$ cat src/rtl/ring_freq_counter.sv
// Gated frequency counter: synchronises an asynchronous ring oscillator output and counts its
// rising edges over fixed windows of GATE_CYCLES clk cycles, publishing each window's count.
module ring_freq_counter #(
  parameter int unsigned WIDTH         = 16,
  parameter int unsigned GATE_CYCLES   = 50000,
  parameter int unsigned SETTLE_CYCLES = 4
) (
  input  logic             clk,
  input  logic             rst,
  input  logic             run,
  input  logic             ring_in,
  output logic [WIDTH-1:0] value_out,
  output logic             valid,
  output logic             overflow,
  output logic             busy
);

  localparam int unsigned MaxCycles =
      (GATE_CYCLES > SETTLE_CYCLES) ? GATE_CYCLES : SETTLE_CYCLES;
  localparam int unsigned GateW = (MaxCycles > 1) ? $clog2(MaxCycles) : 1;
  localparam logic [GateW-1:0] GateLast   = GateW'(GATE_CYCLES - 1);
  localparam logic [GateW-1:0] SettleLast = GateW'(SETTLE_CYCLES - 1);
  localparam logic [WIDTH-1:0] EdgeMax    = '1;

  typedef enum logic [1:0] {StIdle, StSettle, StMeasure} state_e;

  state_e             state_q, state_d;
  logic [GateW-1:0]   gate_q, gate_d;
  logic [WIDTH-1:0]   edge_q, edge_d;
  logic               sat_q, sat_d;
  logic [WIDTH-1:0]   value_q, value_d;
  logic               ovf_q, ovf_d;
  logic               valid_q, valid_d;
  logic               s1_q, s2_q, s3_q;

  logic               rise;
  logic               edge_full;
  logic [WIDTH-1:0]   edge_next;
  logic               sat_next;

  assign rise      = s2_q & ~s3_q;
  assign edge_full = (edge_q == EdgeMax);
  // Saturating count including any rise in the current cycle; sat marks a lost edge.
  assign edge_next = (rise && !edge_full) ? edge_q + WIDTH'(1) : edge_q;
  assign sat_next  = sat_q | (rise & edge_full);

  always_ff @(posedge clk) begin
    if (rst) begin
      state_q <= StIdle;
      gate_q  <= '0;
      edge_q  <= '0;
      sat_q   <= 1'b0;
      value_q <= '0;
      ovf_q   <= 1'b0;
      valid_q <= 1'b0;
      s1_q    <= 1'b0;
      s2_q    <= 1'b0;
      s3_q    <= 1'b0;
    end else begin
      state_q <= state_d;
      gate_q  <= gate_d;
      edge_q  <= edge_d;
      sat_q   <= sat_d;
      value_q <= value_d;
      ovf_q   <= ovf_d;
      valid_q <= valid_d;
      s1_q    <= ring_in;
      s2_q    <= s1_q;
      s3_q    <= s2_q;
    end
  end

  always_comb begin
    state_d = state_q;
    gate_d  = gate_q;
    edge_d  = edge_q;
    sat_d   = sat_q;
    value_d = value_q;
    ovf_d   = ovf_q;
    valid_d = 1'b0;
    unique case (state_q)
      StIdle: begin
        gate_d = '0;
        edge_d = '0;
        sat_d  = 1'b0;
        if (run) state_d = StSettle;
      end
      StSettle: begin
        if (!run || gate_q == SettleLast) begin
          gate_d  = '0;
          edge_d  = '0;
          sat_d   = 1'b0;
          state_d = run ? StMeasure : StIdle;
        end else begin
          gate_d = gate_q + GateW'(1);
        end
      end
      StMeasure: begin
        if (gate_q == GateLast) begin
          // Window end publishes even if run dropped in this same cycle.
          value_d = edge_next;
          ovf_d   = sat_next;
          valid_d = 1'b1;
          gate_d  = '0;
          edge_d  = '0;
          sat_d   = 1'b0;
          if (!run) state_d = StIdle;
        end else if (!run) begin
          gate_d  = '0;
          edge_d  = '0;
          sat_d   = 1'b0;
          state_d = StIdle;
        end else begin
          gate_d = gate_q + GateW'(1);
          edge_d = edge_next;
          sat_d  = sat_next;
        end
      end
      default: begin
        gate_d  = '0;
        edge_d  = '0;
        sat_d   = 1'b0;
        state_d = StIdle;
      end
    endcase
  end

  assign value_out = value_q;
  assign valid     = valid_q;
  assign overflow  = ovf_q;
  assign busy      = (state_q != StIdle);

endmodule

$ cat config.mk
export PLATFORM = sky130hd
export DESIGN_NAME = ring_freq_counter
export DESIGN_NICKNAME = d
export VERILOG_FILES = /design/src/rtl/ring_freq_counter.sv
export SDC_FILE = /design/constraint.sdc
export NUM_CORES = 1
export LEC_CHECK = 0
export ABC_AREA = 1
export BUFFER_PORTS_ARGS = -buffer_cell sky130_fd_sc_hd__buf_4
export CAP_MARGIN = 40
export CORE_ASPECT_RATIO = 1.5
export CORE_MARGIN = 1.5
export CORE_UTILIZATION = 45
export DETAILED_ROUTE_END_ITERATION = 16
export GPL_ROUTABILITY_DRIVEN = 0
export GPL_TIMING_DRIVEN = 0
export PLACE_DENSITY = 0.66
export SETUP_SLACK_MARGIN = 0.4
export SYNTH_ARGS = -nofsm -noshare
export SYNTH_HDL_FRONTEND = slang
export SYNTH_SLANG_ARGS = --single-unit
$ cat constraint.sdc
create_clock -name clk -period 3.4 [get_ports clk]
set_input_delay 0.17 -clock clk [delete_from_list [all_inputs] [get_ports clk]]
set_output_delay 0.17 -clock clk [all_outputs]
set_load 0.05 [all_outputs]
Word-level counts from Yosys, hierarchy flattened
Index checks and enable logic that the tools add are counted.
{"block": "word_totals", "n_memories": 0, "output_inout_bits": 19, "latch_bits": 0, "regBits": 56, "romBits": 0, "ram_bits": 0}
{"block": "classes", "div": 0, "mux": 19, "addsub": 2, "multipliers": 0, "order_cmp": 0, "bitwise": 5, "reduce_logical": 9, "shift": 0, "n_eq_ne": 8}
{"cell": "two-way mux 16 bit", "count": 7}
{"cell": "one-hot mux 16 bit (2 select lines)", "count": 2}
{"cell": "adder 16 x 1 -> 16 bit (second input constant)", "count": 2}
{"cell": "equality test 16 bit (second input constant)", "count": 2}
{"cell": "equality test 16 x 2 -> 1 bit (second input constant)", "count": 1}
{"cell": "two-way mux 2 bit", "count": 4}
{"cell": "!= test 2 bit (second input constant)", "count": 3}
{"cell": "one-hot mux 2 bit (3 select lines)", "count": 1}
{"cell": "two-way mux 1 bit", "count": 4}
{"cell": "AND reduction 3 bit", "count": 1}
{"cell": "bitwise AND 1 bit", "count": 2}
{"cell": "equality test 2 x 1 -> 1 bit (second input constant)", "count": 1}
{"cell": "equality test 2 bit (second input constant)", "count": 1}
{"cell": "logical NOT 1 bit", "count": 2}
{"cell": "logical NOT 2 bit", "count": 1}
{"cell": "NOT 1 bit", "count": 2}
{"cell": "one-hot mux 1 bit (2 select lines)", "count": 1}
{"cell": "AND reduction 2 bit", "count": 1}
{"cell": "nonzero test 2 bit", "count": 1}
{"cell": "OR reduction 2 bit", "count": 1}
{"cell": "logical AND 1 bit", "count": 1}
{"cell": "logical OR 1 bit", "count": 1}
{"cell": "bitwise OR 1 bit", "count": 1}

Depth between registers and ports, before layout
{"block": "logic_depth", "word_depth": 7, "ltp_mapped": 11}

Worst setup path before layout
Ideal clock, no wire load.
{"block": "synth_timing", "path_kind": "register to register", "from": "register edge_q[0]", "to": "register value_q[10] (netlist: value_out[10])", "path_stages_with_launch": 11, "slack_ns": 1.861, "arrival_time_ns": 1.426, "t_required_ns": 3.287, "cell_sequence": "dfxtp_1 -> ha_1 -> inv_1 -> nor2_1 -> nand2_1 -> nor2_4 -> nor2_1 -> nand2_1 -> nand2_1 -> o21ai_1 -> inv_1"}
{"block": "synth_between", "elab_chain_cells": 4, "elab_cells_between_ends": 5}
{"element": "start: declaration", "line_no": "29", "rtl": "logic [WIDTH-1:0] edge_q, edge_d;"}
{"element": "start signal: assignment", "line_no": "62", "rtl": "edge_q <= edge_d;"}
{"element": "parallel branches: the longest is 3 deep, another holds adder 16 x 1 -> 16 bit"}
{"element": "two-way mux 16 bit (*)", "line_no": "44", "rtl": "assign edge_next = (rise && !edge_full) ? edge_q + WIDTH'(1) : edge_q;"}
{"element": "end signal: assignment", "line_no": "64", "rtl": "value_q <= value_d;"}
{"element": "end: declaration", "line_no": "31", "rtl": "logic [WIDTH-1:0] value_q, value_d;"}
Every way passes the cells marked *.
A chain may end at the register's enable or synchronous reset.

Final worst setup path
Same ends and word-level chain as after synthesis.

==> out/metrics.yaml <==
hold_path:
  hold_class: "primary input to flip-flop"
  whs_endpoint: "s1_q$_SDFF_PP0_"
  holdCritStartpoint: "ring_in"
  whs_path_depth: 3
floorplanning:
  die_y_um: 103
  start_util_pct: 46.4
  io_pins: 23
  rows: 36
  core_area_mm2: 0.00644
  die_area_mm2: 0.00715
  dieWidth_um: 69.5
critical_path:
  cpPeakStageDelay_ns: 0.46
  cp_cell_sequence: "ha_1 > inv_1 > nor2_1 > nand2_1 > nor2_4 > nor2_1 > nand2_1 > nand2_1 > o21ai_1 > inv_1"
  rr_startpoint: "edge_q[0]$_SDFFE_PP0P_"
  worstPathArrival_ns: 2.11
  crit_fanout: 7
  endpoint_kind: "flip-flop"
  critPathRequiredTime_ns: 3.62
  path_buf_inv: 2
  critPathLaunchType: "flip-flop"
  cpMostUsedCell: "nand2_1"
  worst_r2r_endpoint: "value_out[10]$_SDFFE_PP0P_"
  reg2reg_slack_ns: 1.51
  crit_type: "flip-flop to flip-flop"
  worstRegToRegCells: 10
  cp_top_family: "simple AND/OR/NAND/NOR gates"
  cp_num_cells: 10
  crit_slowest_cell: "dfxtp_1"
  cp-startpoint: "edge_q[0]$_SDFFE_PP0P_"
global_routing:
  grt_pass1_vias: 2495
  grt_pass1_wl_um: 11100
  overflow: 0
  grt.total_usage_pct: 19.6
  grt_max_degree: 19
  antenna_found_initial: 0
logic_synthesis:
  synth_nets: 451
  yosysSeqAreaShare_pct: 37.5
  synth_area_mm2: 0.00299
  yosys_warnings: 0
  synth.distinct_cells: 29
  syn_inst: 442
  synth_seq_cells: 56
  avgSynthCellArea_um2: 6.76
clock_tree:
  cts_resized: 0
  cts_hold_buffers: 0
  cts-htree-levels: 2
  clockBufferDepth: 2
  insertion_delay_ns: 0.31
  clock-sinks: 56
  cts_buffers: 5
  cts_tree: "done"
  clk_pin_slew_ns: 0.11
  cts_root_buf: "clkbuf_8"
  cts_setup_buffers: 0
sta:
  period_minus_slack_ns: 1.89
  max_slew_margin_pct: 57.3
  tns_ns: 0
  maxClockFrequency_ghz: 0.528
  hold_violations: 0
  slew_viol_final: 0
  finClkSkew_ns: 0.00452
  worstMarginPinSlew_ns: 0.641
  rsz0062_at_grt: "false"
  timing.final.crit_share_pct: 55.7
  finalSetupViolCount: 0
layout:
  num_antenna_cells: 0
  layout.nets: 480
  layout-drive-gt1-share_pct: 13.1
  fin_area_mm2: 0.00336
  register_area_mm2: 0.00112
  fin_util_pct: 52.2
  multiInputGateArea_mm2: 0.00159
  fill_cells: 669
  area_growth_pct: 12.6
routing:
  ant_nets: 0
  wl_per_cell_um: 12.6
  vias_per_cell: 5.09
  drtIter0Drc: 173
  num_vias: 2791
  drc: 0
  wl_um: 6900
  first_pass_iters: 5
placed_design:
  portBuffers: 22
  place_area_mm2: 0.00325
  post-dp-hpwl_um: 5220
power_and_ir_drop:
  ir_drop_v: 0.000239
  power_density_mw_per_mm2: 399
  p_leak_nw: 1.45
outcome:
  outcome: "complete, no violations"
job:
  drv_cap: 0
==> routing by layer <==
layer	global-route usage, %	part of all wire, %
met5	0	0
met2	39.9	55
met3	2.44	3.8
met4	7.99	2.7
met1	19.9	38
==> state kept, by name, summed over array words and instances (netlist names) <==
name       cells
state_q        2
overflow       1
s1_q           1
edge_q        16
s3_q           1
s2_q           1
gate_q        16
valid          1
value_out     16
sat_q          1
==> per-stage QoR <==
| step | instances | hold WS [ns] | power [W] | setup WS [ns] |
|---|---|---|---|---|
| finish | 548 | 0.0650 | 0.00134 | 1.51 |
| global route | 548 | 0.0769 | 0.00140 | 1.34 |
| CTS | 548 | 0.0595 | 0.00136 | 1.51 |
| detailed placement | 540 | 0.394 | 0.000908 | 1.53 |
| global placement | 540 | 0.387 | 0.000900 | 1.54 |
| floorplan | 442 | 0.277 | 0.000846 | 1.86 |
==> cell usage in the layout, fill, tap and decap left out, types with 9 or more instances in the layout <==
master | netlist | final
nand3_1 | 22 | 22
nand2_1 | 124 | 124
inv_1 | 51 | 51
a21oi_1 | 20 | 20
nand4_1 | 11 | 11
xor2_1 | 9 | 9
nor2_1 | 63 | 63
buf_4 | 2 | 24
o21a_1 | 14 | 14
o21ai_1 | 12 | 12
dfxtp_1 | 56 | 56
o21ai_0 | 10 | 10
==> tightest hold or removal path, delay by kind of cell <==
family,cells,cell delay (ns)
buf+inv,2,0.11
simple gates,1,0.07
==> worst max-delay path by stage <==
stage | slack (ns) | end
2_1_floorplan | 1.86 | value_out[10]$_SDFFE_PP0P_
3_3_place_gp | 1.54 | value_out[10]$_SDFFE_PP0P_
3_5_place_dp | 1.53 | value_out[10]$_SDFFE_PP0P_
4_1_cts | 1.51 | value_out[10]$_SDFFE_PP0P_
5_1_grt | 1.34 | value_out[10]$_SDFFE_PP0P_
6_report | 1.51 | value_out[10]$_SDFFE_PP0P_
==> cell usage after synthesis (all sizes together) <==
cell type    n  area (um2)
xnor2        3        26.3
o21a        14         105
nor2        73         314
clkbuf       4        15.0
o21ai       22         110
nand2      132         531
nand4       11        68.8
nand3b       3        22.5
inv         53         199
a21oi       23         134
buf          7        58.8
dfxtp       56        1120
clkinv       1        5.00
nor3b        1        7.51
nor3         2        10.0
xor2         9        78.8
ha           5        62.6
nand3       23         120
==> power by group <==
part	internal (W)	switching (W)	total, W
combinational	0.0000616	0.000149	0.000210
clock	0.000222	0.000230	0.000452
sequential	0.000670	0.00000960	0.000679
==> final cells by class <==
type	count	share of cell area (%)
multi-input combinational	321	47.3
clock buffer	5	2.05
tap	76	2.83
buffer	11	2.19
clock inverter	3	1.38
timing repair buffer	22	4.91
sequential	56	33.3
inverter	54	6.06
==> cells by family (layout without fill, tap and decap cells) <==
family	Yosys count	in the layout	share of synthesized area [%]
AO/OA/AOI/OAI	59	59	11.7
adder cells (fa/ha/maj)	5	5	2.09
flip-flops	56	56	37.5
AND/OR/NAND/NOR	245	245	35.9
XOR/XNOR	12	12	3.52
buffers and inverters	65	95	9.29
(Power assumes the default switching activity.)
